==> config.mk <==
export PLATFORM = sky130hd
export DESIGN_NAME = wfifo_wr_arbiter_flat
export DESIGN_NICKNAME = d
export VERILOG_FILES = /design/src/rtl/wfifo_wr_arbiter_if.sv /design/src/rtl/wfifo_wr_arbiter.sv /design/src/flat_wrapper.sv
export SDC_FILE = /design/constraint.sdc
export NUM_CORES = 1
export LEC_CHECK = 0
export ABC_AREA = 0
export CAP_MARGIN = 10
export CORE_ASPECT_RATIO = 1.75
export CORE_UTILIZATION = 25
export CTS_CLUSTER_SIZE = 12
export DETAILED_ROUTE_END_ITERATION = 10
export GPL_TIMING_DRIVEN = 0
export PLACE_DENSITY = 0.67
export SYNTH_ARGS = -nofsm -noshare
export SYNTH_HDL_FRONTEND = slang
export SYNTH_SLANG_ARGS = --single-unit
==> constraint.sdc <==
create_clock -name wclk -period 2.96 [get_ports wclk]
set_clock_uncertainty 0.1 [all_clocks]
set_input_delay 0.444 -clock wclk [delete_from_list [all_inputs] [get_ports wclk]]
set_output_delay 0.444 -clock wclk [all_outputs]
set_load 0.02 [all_outputs]
==> src/rtl/wfifo_wr_arbiter_if.sv <==
// Write-side bus between NREQ requesters, the round-robin arbiter and the FIFO write port.
// The master modport is the arbiter; the slave modport is the requester/FIFO side.
interface wfifo_wr_arbiter_if #(
  parameter int NREQ  = 4,
  parameter int DSIZE = 8
);
  localparam int OW = (NREQ > 1) ? $clog2(NREQ) : 1;

  logic [NREQ-1:0]       wreq;
  logic [NREQ*DSIZE-1:0] wdata_in;
  logic [NREQ-1:0]       wgnt;
  logic                  wfull;
  logic                  winc;
  logic [DSIZE-1:0]      wdata;
  logic [OW-1:0]         wowner;
  logic                  wbusy;

  modport master (
    input  wreq, wdata_in, wfull,
    output wgnt, winc, wdata, wowner, wbusy
  );

  modport slave (
    output wreq, wdata_in, wfull,
    input  wgnt, winc, wdata, wowner, wbusy
  );
endinterface

==> src/rtl/wfifo_wr_arbiter.sv <==
// Round-robin arbiter sharing the FIFO write port among NREQ requesters in the wclk domain.
// Define WFIFO_ARB_BURST_LOCK_EN to let an owner write up to BURST words per grant.
module wfifo_wr_arbiter #(
  parameter int NREQ  = 4,
  parameter int DSIZE = 8,
  parameter int BURST = 4
) (
  input  logic                wclk,
  input  logic                wrst,
  wfifo_wr_arbiter_if.master  bus
);
  localparam int OW  = (NREQ > 1) ? $clog2(NREQ) : 1;
  localparam int BCW = (BURST > 1) ? $clog2(BURST) : 1;
`ifdef WFIFO_ARB_BURST_LOCK_EN
  localparam int BURST_EFF = BURST;
`else
  localparam int BURST_EFF = 1;
`endif
  localparam logic [BCW-1:0] BCNT_LAST = BCW'(BURST_EFF - 1);

  typedef enum logic {IDLE, OWN} state_t;

  state_t          state_reg;
  logic [OW-1:0]   rr_ptr_reg;
  logic [OW-1:0]   owner_reg;
  logic [BCW-1:0]  bcnt_reg;

  logic [DSIZE-1:0] word [NREQ];
  logic [OW-1:0]    sel;
  logic             found;
  logic [OW-1:0]    idx_w;
  int               idx;
  logic             winc_int;
  logic             release_now;
  logic [OW-1:0]    rr_next;

  generate
    for (genvar gi = 0; gi < NREQ; gi++) begin : g_word
      assign word[gi] = bus.wdata_in[gi*DSIZE +: DSIZE];
    end
  endgenerate

  // First set request at or above rr_ptr, wrapping modulo NREQ.
  always_comb begin
    sel   = '0;
    found = 1'b0;
    idx   = 0;
    idx_w = '0;
    for (int k = 0; k < NREQ; k++) begin
      idx = int'(rr_ptr_reg) + k;
      if (idx >= NREQ) idx = idx - NREQ;
      idx_w = OW'(idx);
      if (!found && bus.wreq[idx_w]) begin
        found = 1'b1;
        sel   = idx_w;
      end
    end
  end

  assign winc_int    = (state_reg == OWN) && bus.wreq[owner_reg] && !bus.wfull;
  assign release_now = (state_reg == OWN) &&
                       (!bus.wreq[owner_reg] || (winc_int && (bcnt_reg == BCNT_LAST)));
  assign rr_next     = (owner_reg == OW'(NREQ - 1)) ? '0 : owner_reg + 1'b1;

  assign bus.winc   = winc_int;
  assign bus.wgnt   = NREQ'(winc_int) << owner_reg;
  assign bus.wdata  = (state_reg == OWN) ? word[owner_reg] : '0;
  assign bus.wowner = owner_reg;
  assign bus.wbusy  = (state_reg == OWN);

  always_ff @(posedge wclk or posedge wrst) begin
    if (wrst) begin
      state_reg  <= IDLE;
      rr_ptr_reg <= '0;
      owner_reg  <= '0;
      bcnt_reg   <= '0;
    end else begin
      case (state_reg)
        IDLE: begin
          if (found) begin
            owner_reg <= sel;
            bcnt_reg  <= '0;
            state_reg <= OWN;
          end
        end
        OWN: begin
          // A wfull stall leaves bcnt and ownership untouched.
          if (winc_int) bcnt_reg <= bcnt_reg + 1'b1;
          if (release_now) begin
            state_reg  <= IDLE;
            rr_ptr_reg <= rr_next;
          end
        end
        default: state_reg <= IDLE;
      endcase
    end
  end
endmodule
==> src/flat_wrapper.sv <==
// flat-port wrapper written by rule: the top's interface ports become plain ports
module wfifo_wr_arbiter_flat 
#(
  parameter int NREQ  = 4,
  parameter int DSIZE = 8,
  parameter int BURST = 4
)
  (wclk, wrst, bus_wreq, bus_wdata_in, bus_wfull, bus_wgnt, bus_winc, bus_wdata, bus_wowner, bus_wbusy);
  wfifo_wr_arbiter_if #(.NREQ(NREQ), .DSIZE(DSIZE)) bus_i ();
  input  logic wclk;
  input  logic wrst;
  input wire logic [$bits(bus_i.wreq)-1:0] bus_wreq;
  input wire logic [$bits(bus_i.wdata_in)-1:0] bus_wdata_in;
  input wire logic [$bits(bus_i.wfull)-1:0] bus_wfull;
  output wire logic [$bits(bus_i.wgnt)-1:0] bus_wgnt;
  output wire logic [$bits(bus_i.winc)-1:0] bus_winc;
  output wire logic [$bits(bus_i.wdata)-1:0] bus_wdata;
  output wire logic [$bits(bus_i.wowner)-1:0] bus_wowner;
  output wire logic [$bits(bus_i.wbusy)-1:0] bus_wbusy;
  assign bus_i.wreq = bus_wreq;
  assign bus_i.wdata_in = bus_wdata_in;
  assign bus_i.wfull = bus_wfull;
  assign bus_wgnt = bus_i.wgnt;
  assign bus_winc = bus_i.winc;
  assign bus_wdata = bus_i.wdata;
  assign bus_wowner = bus_i.wowner;
  assign bus_wbusy = bus_i.wbusy;
  wfifo_wr_arbiter #(.NREQ(NREQ), .DSIZE(DSIZE), .BURST(BURST)) u_core (.wclk(wclk), .wrst(wrst), .bus(bus_i));
endmodule
* After elaboration in Yosys (flattened, before gate mapping) *
Cells that the tools add are included.

word-level totals
  register bits after elaboration = 7
  bits in latches = 0
  RAM bits = 0
  memory bits (read-only) = 0
  input bits = 39
  output and inout port bits = 16
  word-level logic and storage cells = 79
  memories = 0

operators by class
  $add $sub $neg = 9
  $mul = 0
  div/mod/pow operators = 0
  $lt $le $gt $ge = 10
  equality and inequality tests = 3
  shifts and indexed selects = 1
  mux-type cells = 33
  bitwise logic cells = 2
  reduce and logical (&&, ||, !) cells = 17

operators with widths
  cell                   count
  $mux W8                3
  $mux W2                11
  $bmux W8 S2            1
  $lt A2 B3 Y1 const B   5
  $ge A3 B3 Y1 const B   4
  $mux W1                11
  $bmux W1 S2            5
  $sub A2 B1 Y2 const B  4
  $logic_and A1 B1 Y1    7
  $add A2 B2 Y3 const B  2
  $reduce_and A2 Y1      3
  $logic_not A1 Y1       5
  $add A2 B1 Y2 const B  2
  $pmux W2 S2            1
  $shl A1 B2 Y4          1
  $add A2 B1 Y3 const B  1
  $ge A2 B3 Y1 const B   1
  $not A2 Y3             1
  $eq A2 B2 Y1 const B   1
  $logic_not A2 Y1       1
  $ne A2 B1 Y1 const B   1
  $ne A2 B2 Y1 const B   1
  $pmux W1 S2            1
  $logic_or A1 B1 Y1     1
  $not A1 Y1             1

* Logic depth before layout (Yosys ltp) *
  word-level depth = 16
  gate-level depth with buffers = 5
  depth with buffers taken out = 5

* Least setup slack after synthesis *
No wires, ideal clock.

  path type = register -> output
  start = reg u_core.owner_reg[0], in the netlist u_core.bus.wowner[0]
  end = out bus_wgnt[3]
  data arrival time = 1.675 ns
  data required time = 2.416 ns
  path slack = 0.741 ns
  cell stages (with the launch flop) = 4
  path buffers = 0
  cell sequence = dfrtp_1 > mux4_2 > and3b_1 > and3_1

on the way
  word-level cells in the longest chain between the ends = 5

RTL lines
  item                              line                    RTL
  from (decl)                       wfifo_wr_arbiter.sv:25  logic [OW-1:0] owner_reg;
  from (signal assigned)            wfifo_wr_arbiter.sv:81  owner_reg <= sel;
  $bmux W1 S2                       wfifo_wr_arbiter.sv:60  assign winc_int = (state_reg == OWN) && bus.wreq[owner_reg] && !bus.wfull;
  $mux W1 (implied by the code)     wfifo_wr_arbiter.sv:60
  $logic_and A1 B1 Y1 (2 in a row)  wfifo_wr_arbiter.sv:60
  net bus_winc                      flat_wrapper.sv:16      output wire logic [$bits(bus_i.winc)-1:0] bus_winc;
  $shl A1 B2 Y4                     wfifo_wr_arbiter.sv:66  assign bus.wgnt = NREQ'(winc_int) << owner_reg;
  to (decl)                         flat_wrapper.sv:15      output wire logic [$bits(bus_i.wgnt)-1:0] bus_wgnt;

The timed path passes the listed nets, and every way through them passes these cells. The select of a mux whose other input is x is not followed.

* Final worst setup path *
  start = in bus_wreq[2]
  end = out bus_wgnt[1]

on the way
  word-level cells in the longest chain between the ends = 5

RTL lines
  item                              line                    RTL
  from (decl)                       flat_wrapper.sv:12      input wire logic [$bits(bus_i.wreq)-1:0] bus_wreq;
  $bmux W1 S2                       wfifo_wr_arbiter.sv:60
  $mux W1 (implied by the code)     wfifo_wr_arbiter.sv:60
  $logic_and A1 B1 Y1 (2 in a row)  wfifo_wr_arbiter.sv:60
  $shl A1 B2 Y4                     wfifo_wr_arbiter.sv:66

Every way passes these cells. The select of a mux whose other input is x is not followed.

==> metrics.txt <==
sequential area share after synthesis 24.0%; initial antenna violation count 0; Synth Net Count 116; die area 3150 µm²; CTS Buf Count 3; Die Y 73.5 µm; synthesized area per cell 9.74 µm²; largest cells by area after synthesis mux4_2 (25%), dfrtp_1 (24%), and2_1 (6.8%); vias per cell 5.21; final core utilization 49.3%; Initial Utilization about a quarter; Lkg Pwr 0.000539 µW; Reg-to-Reg Start u_core.bus.wowner[0]; Power per Cell Area 852 nW/µm²; Final ANT Viol Nets 0; slew at the pin with the worst max-slew slack 0.499 ns; dpl cells 156; DR vias between 800 and 900; clock root cell clkbuf_8; crit-path cells clkdlybuf4s50_1 -> mux4_2 -> and3b_1 -> nand2_1 -> nor2_1 -> clkdlybuf4s50_1; HP Class in2async; Routed wire per std cell about 15 µm; htree depth 1; Placeable Area 2750 µm²; Critical path origin bus_wreq[2]; Yosys top cell area share 24.7%; Critical path buffers and inverters 2; CP startpoint kind primary input; Top delay family on crit path buffers and inverters; Area Growth Syn to Fin 85.6%; Post-CTS Hold Buffers 0; Top FF cell, synth dfrtp_1; Synth Instances 75; status finished clean; combinational family with the most area after synthesis multiplexers; Async SR Flop Fraction 100%; yosys warns 0; RSZ-0062 raised after global routing false; Netlist cell types 28; GRT Total Usage 16.3%; clock buffer depth 2; CTS tree built; clk sinks 7; switching power 471 µW; worst vdd ir 0.446 mV; GP Congestion 0.798; Clk pwr share 11.2%; Std-Cell Rows 25; Internal roughly 680 µW; biggest cell delay along the critical path approximately 0.55 ns; Seq pwr share 18.0%; layout cells sized above 1 12.7%; fill count 263; Die X between 40 and 50 µm; WHS ~0.35 ns; minimum clock period 2.90 ns; post-synthesis mux area share 31.3%; Mapped Area 731 µm²; PortBufs 54; DP HPWL 2.03 mm; io pins 55; later-pin clock latency in the skew report around 0.22 ns; worst-path fanout max 6; CP max stage cell clkdlybuf4s50_1; Pre-antenna DRT Iters 4; WP data arrival 2.36 ns; final setup fails 0; Post-synth EDFFs 0; max capacitance violation total 0; largest net degree at the start of global routing 11; number of global-route vias before repair 893; Gate power share 70.8%; Synth Area in Adders 3.42%; top post-synthesis cells by count and2_1 (8), mux4_2 (8), dfrtp_1 (7), inv_1 (7), o21ai_0 (7); CP required 2.42 ns; headroom to the max-slew limit roughly 67%; period utilization 98.1%; first-pass GRT wire length 3.88 mm; xor/xnor share of the synthesized area 1.20%; Critical Path Sink Type primary output; max frequency 344 MHz; cell accounting for the most synthesized area mux4_2; final hold viol count 0; Total Routed Length 2.45 mm; Clk pin slew, worst setup/hold paths approximately 0.04 ns; switching part of the total power 40.8%; Synth Register Bits 7; compound-cell area share of the yosys netlist 13.7%; CP Class in2out; Layout Nets 176; grt total ovfl 0; fin cells ~160; antenna cells 0; DRT iter0 DRCs 11; post-synthesis simple-gate area fraction 21.1%; drt drc 0; Final Max Slew Viols 0; most used cell along the critical path clkdlybuf4s50_1
==> path summary, 6_finish.rpt <==
kind / to / slack (ns) / depth (start not counted)
setup / recovery: bus_wgnt[1] / 0.06 / 6
hold / removal: u_core.bcnt_reg[0] / 0.35 / 2
setup reg to reg: u_core.rr_ptr_reg[1] / 1.03 / 4
hold reg to reg: u_core.bcnt_reg[1] / 0.44 / 2
max in group asynchronous: u_core.bus.wowner[1] / 2.20 / 2
min in group wclk: u_core.bcnt_reg[1] / 0.44 / 2
==> metrics by stage <==
step	area, µm²	setup slack, ns	TNS, ns	total power (µW)
floorplan	731	0.741	0	697
global placement	1310	-0.0130	-0.0130	1000
detailed placement	1310	-0.0375	-0.0375	1030
CTS	1360	0.0569	0	1170
global route	1360	0.0175	0	1240
finish	1360	0.0570	0	1160
==> layout make-up <==
class | instances | area (µm²) | area share (%)
repair buffers | 55 | 547 | 40.3
multi-input cells | 58 | 517 | 38.1
flip-flops and latches | 7 | 175 | 12.9
clock buffers | 4 | 45.0 | 3.32
well taps | 27 | 33.8 | 2.49
inverters | 7 | 26.3 | 1.94
plain buffers | 3 | 12.5 | 0.923
==> kinds of logic (layout without fill, tap and decap cells) <==
| group | after synthesis | count (layout) |
|---|---|---|
| buffers and inverters | 10 | 69 |
| AO/OA/AOI/OAI | 16 | 16 |
| AND/OR/NAND/NOR | 28 | 28 |
| adder cells (fa/ha/maj) | 2 | 2 |
| XOR/XNOR | 1 | 1 |
| multiplexers | 11 | 11 |
| flip-flops | 7 | 7 |
==> routing by layer <==
| layer | vias to the layer above | track usage, % | wire length [µm] |
|---|---|---|---|
| met2 | 58 | 32.3 | 1300 |
| li1 | 395 | - | - |
| met5 | - | 0 | 0 |
| met1 | 384 | 15.1 | 829 |
| met4 | 0 | 5.90 | 5 |
| met3 | 2 | 4.18 | 310 |
==> power by group through the flow <==
stage                     sequential, µW  combinational (µW)  clock [µW]
after global routing                 220                 883         140
after floorplan                      217                 480           0
after detailed placement             209                 817           0
after CTS                            208                 829         136
final                                208                 818         130
after global placement               207                 798           0
==> what timing repair did <==
item,in CTS,in global routing
buffers inserted,1,0
gates resized for setup,1,0
setup endpoints to repair,1,0
==> placed cells by master (no fill, tap or decap), types with 2 or more instances in the layout <==
| master | n |
|---|---|
| nand2b_1 | 2 |
| a21oi_1 | 3 |
| o22ai_1 | 2 |
| clkbuf_1 | 3 |
| nor2_1 | 5 |
| mux4_2 | 8 |
| clkbuf_8 | 3 |
| clkdlybuf4s50_1 | 53 |
| inv_1 | 7 |
| nand2_1 | 5 |
| ha_1 | 2 |
| nor2b_1 | 2 |
| dfrtp_1 | 7 |
| o21ai_0 | 7 |
| and2_1 | 8 |
No activity file was read; power rests on OpenSTA's default activity.
